$ cat src/rtl/cpu_pkg.sv
// Shared definitions for the cpu_ctrl slice: FSM state encoding, IR field positions,
// reset pc constant and the jump-condition helper.
// Optional halt feature is enabled by defining CPU_HALT_EN (see cpu_ctrl.sv).
package cpu_pkg;

  // Two-state fetch/execute controller
  typedef enum logic {
    ST_FETCH = 1'b0,
    ST_EXEC  = 1'b1
  } state_e;

  // Instruction register field positions
  localparam int IR_TYPE   = 15;  // 0 = A-instruction, 1 = C-instruction
  localparam int IR_A      = 12;  // alu_y source: 1 = in_m, 0 = A
  localparam int IR_CTL_HI = 11;  // alu_ctl = IR[11:6]
  localparam int IR_CTL_LO = 6;
  localparam int IR_DEST_A = 5;
  localparam int IR_DEST_D = 4;
  localparam int IR_DEST_M = 3;
  localparam int IR_JLT    = 2;
  localparam int IR_JEQ    = 1;
  localparam int IR_JGT    = 0;

  localparam logic [14:0] PC_RST = 15'h0000;

  // Jump decision from the three jump bits {lt,eq,gt} and the ALU flags
  function automatic logic jump_take(input logic [2:0] jmp, input logic zr, input logic ng);
    return (jmp[2] & ng) | (jmp[1] & zr) | (jmp[0] & ~ng & ~zr);
  endfunction

endpackage

$ cat src/rtl/cpu_pc_reg.sv
// Program counter: 15-bit register with load (jump) and increment; increment wraps 7FFF -> 0000.
// Load has priority over increment; holds when neither is asserted.
// Synchronous active-low reset to PC_RST.
module pc_reg
  import cpu_pkg::*;
(
  input  logic        clk,
  input  logic        rst_n,
  input  logic        load_i,
  input  logic [14:0] load_val_i,
  input  logic        inc_i,
  output logic [14:0] pc_o
);

  logic [14:0] pc_q;
  logic [14:0] pc_d;

  // Next pc: jump target, pc+1 (natural 15-bit wrap) or hold
  always_comb begin
    pc_d = pc_q;
    if (load_i) begin
      pc_d = load_val_i;
    end else if (inc_i) begin
      pc_d = pc_q + 15'd1;
    end
  end

  // Register with synchronous reset
  always_ff @(posedge clk) begin
    if (!rst_n) begin
      pc_q <= PC_RST;
    end else begin
      pc_q <= pc_d;
    end
  end

  assign pc_o = pc_q;

endmodule

$ cat src/rtl/cpu_ctrl.sv
// Hack-style CPU controller: FETCH latches the instruction, EXEC runs it against an external ALU.
// Latency 2 cycles from instr_vld to commit, +1 per mem_rdy=0 cycle on memory-accessing C-instructions.
// Optional halt/halted ports when CPU_HALT_EN is defined (halt freezes the FSM in FETCH).
module cpu_ctrl
  import cpu_pkg::*;
(
  input  logic        clk,
  input  logic        rst_n,
`ifdef CPU_HALT_EN
  input  logic        halt,
  output logic        halted,
`endif
  output logic [14:0] pc,
  input  logic [15:0] instr,
  input  logic        instr_vld,
  output logic [14:0] addr_m,
  input  logic [15:0] in_m,
  output logic [15:0] out_m,
  output logic        write_m,
  input  logic        mem_rdy,
  output logic [15:0] alu_x,
  output logic [15:0] alu_y,
  output logic [5:0]  alu_ctl,
  input  logic [15:0] alu_out,
  input  logic        alu_zr,
  input  logic        alu_ng
);

  state_e      state_q;
  logic [15:0] ir_q;
  logic [15:0] a_q;
  logic [15:0] d_q;
  logic        write_m_q;

  logic        halt_w;
  logic        is_c;
  logic        mem_acc;
  logic        commit;
  logic        take;

`ifdef CPU_HALT_EN
  assign halt_w = halt;
  assign halted = (state_q == ST_FETCH) & halt;
`else
  assign halt_w = 1'b0;
`endif

  // Decode of the latched instruction; a stalled memory access holds EXEC until mem_rdy
  assign is_c    = ir_q[IR_TYPE];
  assign mem_acc = is_c & (ir_q[IR_A] | ir_q[IR_DEST_M]);
  assign commit  = (state_q == ST_EXEC) & (~mem_acc | mem_rdy);
  assign take    = is_c & jump_take(ir_q[IR_JLT:IR_JGT], alu_zr, alu_ng);

  // Jump target is the pre-commit A, since A updates on the same edge as pc
  pc_reg u_pc_reg (
    .clk        (clk),
    .rst_n      (rst_n),
    .load_i     (commit & take),
    .load_val_i (a_q[14:0]),
    .inc_i      (commit & ~take),
    .pc_o       (pc)
  );

  // Fetch/execute FSM with registered write_m; reset overrides any pending commit
  always_ff @(posedge clk) begin
    if (!rst_n) begin
      state_q   <= ST_FETCH;
      ir_q      <= 16'h0000;
      a_q       <= 16'h0000;
      d_q       <= 16'h0000;
      write_m_q <= 1'b0;
    end else begin
      case (state_q)
        ST_FETCH: begin
          if (instr_vld && !halt_w) begin
            ir_q      <= instr;
            state_q   <= ST_EXEC;
            write_m_q <= instr[IR_TYPE] & instr[IR_DEST_M];
          end
        end
        ST_EXEC: begin
          if (commit) begin
            state_q   <= ST_FETCH;
            write_m_q <= 1'b0;
            if (!is_c) begin
              a_q <= {1'b0, ir_q[14:0]};
            end else begin
              if (ir_q[IR_DEST_A]) a_q <= alu_out;
              if (ir_q[IR_DEST_D]) d_q <= alu_out;
            end
          end
        end
        default: state_q <= ST_FETCH;
      endcase
    end
  end

  assign addr_m  = a_q[14:0];
  assign out_m   = alu_out;
  assign write_m = write_m_q;
  assign alu_x   = d_q;
  assign alu_y   = ir_q[IR_A] ? in_m : a_q;
  assign alu_ctl = ir_q[IR_CTL_HI:IR_CTL_LO];

endmodule

$ cat config.mk
export PLATFORM = sky130hd
export DESIGN_NAME = cpu_ctrl
export DESIGN_NICKNAME = d
export VERILOG_FILES = /design/src/rtl/cpu_pkg.sv /design/src/rtl/cpu_pc_reg.sv /design/src/rtl/cpu_ctrl.sv
export SDC_FILE = /design/constraint.sdc
export NUM_CORES = 1
export LEC_CHECK = 0
export CORE_MARGIN = 2
export CORE_UTILIZATION = 47
export DETAILED_ROUTE_END_ITERATION = 10
export PLACE_DENSITY = 0.86
export SETUP_SLACK_MARGIN = 0.3
export SLEW_MARGIN = 25
export SYNTH_ARGS = -nofsm -noshare
export SYNTH_HDL_FRONTEND = slang
export SYNTH_HIERARCHICAL = 1
export SYNTH_SLANG_ARGS = --single-unit
export TNS_END_PERCENT = 5
$ cat constraint.sdc
create_clock -name clk -period 3.4 [get_ports clk]
set_input_delay 0.51 -clock clk [delete_from_list [all_inputs] [get_ports clk]]
set_output_delay 0.51 -clock clk [all_outputs]
set_load 0.03 [all_outputs]
==> summary.txt <==
Outcome
  • Outcome: finished clean

Floorplanning
  • Die area: 7970 um2
  • Die width: 89.3 um
  • Starting density of the core: 47.9%
  • Row count: 31
  • Chip height: 89.3 um
  • Core box area: 7140 um2
  • Ports: 139

Worst setup path
  • Req. time, crit path: 2.89 ns
  • Critical path class: reg2out
  • R2R depth: 7
  • Arrival time at the worst endpoint: 2.27 ns
  • Crit Path Max Fanout: 21
  • Crit end category: output pin
  • Crit path launch type: flop

Synthesis
  • Syn nets: 462
  • Post-Synthesis Cells: 407
  • Synthesis-stage register bit count: 65
  • Top_reg_cell synth: dfxtp_1
  • Mean Syn Cell Area: 8.40 um2
  • Post-synth EDFFs: 0
  • Post-synth cell types: 46
  • Sequential-to-total area share from yosys stat: 38.1%
  • Synth Cell Area: 3420 um2
  • Ys async rst share: 0%
  • Yosys warnings: 6

Global route
  • Antenna violations before repair: 0
  • Vias in the first global route: 2894
  • Grt ovf: 0
  • First-pass GRT wire length: 14.0 mm
  • Largest net degree at the start of global routing: 63
  • GRT Util Overall: 23.1%

Finish
  • Fin cells: 599
  • Fraction of layout cells with a size suffix above 1: 9.80%
  • Commonest non-fill, non-tap cell in the layout: clkdlybuf4s50_1
  • Fill count: 607
  • Most frequent cells in the layout: clkdlybuf4s50_1, nand2_1, dfxtp_1
  • Multi-input gate area: 1630 um2
  • Layout Nets: 551
  • Area Growth Syn to Fin: 38.3%
  • Antenna cells: 0
  • Sequential standard cell area: 1300 um2

Clock tree
  • Postcts setup bufs: 0
  • CTS sink cnt: 65
  • CTS tree: built
  • Clock buffer depth: 2
  • Total CTS buffers: 9
  • Clock latency at the later pin of the worst-skew pair: 0.34 ns
  • CTS root buf: clkbuf_8
  • H-tree Lvls: 3
  • Hold Buf Count CTS: 0
  • CTS resizes: 0
  • CTS clk-pin slew, worst paths: 0.07 ns

Route
  • Met1 Wirelength: 3.84 mm
  • Detail Route Antenna Nets: 0
  • # DRC: 0
  • Top Layer Used: met4
  • Met3 WL: 595 um
  • DR iter-0 viols: 182
  • Final WL: 9.23 mm
  • Met2 wire len: 4.62 mm
  • Via count: 3134
  • Drt pass-1 iters: 4
  • Via density: 5.23
  • WL per Instance: 15.4 um

STA
  • RSZ-0062 raised after global routing: no
  • Fmax: 360 MHz
  • Worst setup margin: 0.621 ns
  • Setup violators final: 0
  • Worst-Margin Slew: 0.901 ns
  • Fin. Hold Viols: 0
  • Max-slew violation count: 0
  • Minimum clock period: 2.78 ns
  • Setup total negative slack: 0 ns
  • Relative slew slack: 39.9%
  • Clock Skews: 0.0125 ns
  • Fin crit share: 81.7%

Place
  • Port bufs: 138
  • Pre-CTS setup slack: 0.532 ns
  • Placed cells: 584
  • DPL Wire Length: 6.96 mm
  • GP Congestion: 0.801

Power
  • Leak Pwr: 1.73 nW
  • Maximum VDD drop: 198 uV
  • P per Cell Area: 386 nW/um2

Hold path
  • Hold Crit Class: reg2reg
  • Worst Hold Depth: 2

Run
  • Max Cap Viol: 0
==> through the flow <==
stage / instance area (um2) / util (%) / total power [mW] / hold slack, ns
2_1_floorplan: 3420 / - / 1.09 / 0.437
3_3_place_gp: 4550 / 63.7 / 1.23 / 0.442
3_5_place_dp: 4550 / 63.7 / 1.24 / 0.451
4_1_cts: 4730 / 66.3 / 1.83 / 0.460
5_1_grt: 4730 / 66.3 / 1.90 / 0.483
6_report: 4730 / 66.3 / 1.83 / 0.460
==> routing by layer <==
| layer | up-vias | track usage (%) |
|---|---|---|
| met4 | 0 | 9.77 |
| met5 | - | 0 |
| li1 | 1540 | - |
| met3 | 14 | 3.69 |
| met1 | 1464 | 28.0 |
| met2 | 116 | 40.3 |
==> path summary, 6_finish.rpt <==
check / endpoint / start / slack (ns)
min reg2reg: ir_q[14] / ir_q[14] / 0.46
max reg2reg: u_pc_reg/pc_o[10] / ir_q[12] / 0.73
min: ir_q[14] / ir_q[14] / 0.46
max: alu_y[4] / ir_q[12] / 0.62
==> power breakdown <==
group / internal (mW) / leakage, nW / switching (mW) / total (mW)
Sequential: 0.791 / 0.529 / 0.0416 / 0.832
Clock: 0.320 / 0.0915 / 0.279 / 0.599
Combinational: 0.189 / 1.11 / 0.205 / 0.394
Total: 1.30 / 1.73 / 0.526 / 1.83
==> logic make-up after synthesis <==
| family | share of synthesized area [%] |
|---|---|
| AND/OR/NAND/NOR | 16.7 |
| AO/OA/AOI/OAI | 16.9 |
| XOR/XNOR | 3.33 |
| flip-flops | 38.1 |
| buffers and inverters | 14.3 |
| adder cells (fa/ha/maj) | 0.366 |
| multiplexers | 10.2 |
==> registers in the layout (all words and copies together), names as in the netlist <==
register and cells:
state_q 1, u_pc_reg/pc_o 15, ir_q 16, write_m 1
alu_x 16, a_q 16
==> worst max-delay path, stage by stage, from the launching register on <==
cell	delay (ns)
dfxtp_1	0.91
mux2_2	0.42
clkdlybuf4s50_1	0.60
==> cell usage after synthesis, types with 2 or more instances <==
library cell	count	area, um2
xor2_1	2	17.5
a22oi_1	2	15.0
a221oi_2	8	120
dfxtp_1	65	1300
a21oi_1	28	140
nand2b_1	2	12.5
a31oi_1	3	18.8
mux2i_1	17	170
nor3_1	3	15.0
buf_1	2	7.51
mux2_2	16	180
nor2_1	13	48.8
o211a_1	3	30.0
o211ai_1	2	15.0
inv_1	19	71.3
a221oi_1	4	35.0
nand3_1	4	20.0
clkbuf_1	16	60.1
buf_6	2	22.5
nor2b_1	4	25.0
nor4_1	5	31.3
buf_2	5	25.0
o21ai_0	27	135
xnor2_1	11	96.3
nor3b_1	4	30.0
or3_1	2	12.5
buf_4	40	300
nand2_1	76	285
nand4_1	5	31.3
==> layout make-up <==
cell class,count,share of cell area (%)
clock buffer,13,3.57
clock inverter,2,0.265
inverter,20,1.59
multi-input combinational,257,34.5
sequential,65,27.5
tap,99,2.62
timing repair buffer,143,29.9
(Power assumes the default switching activity.)
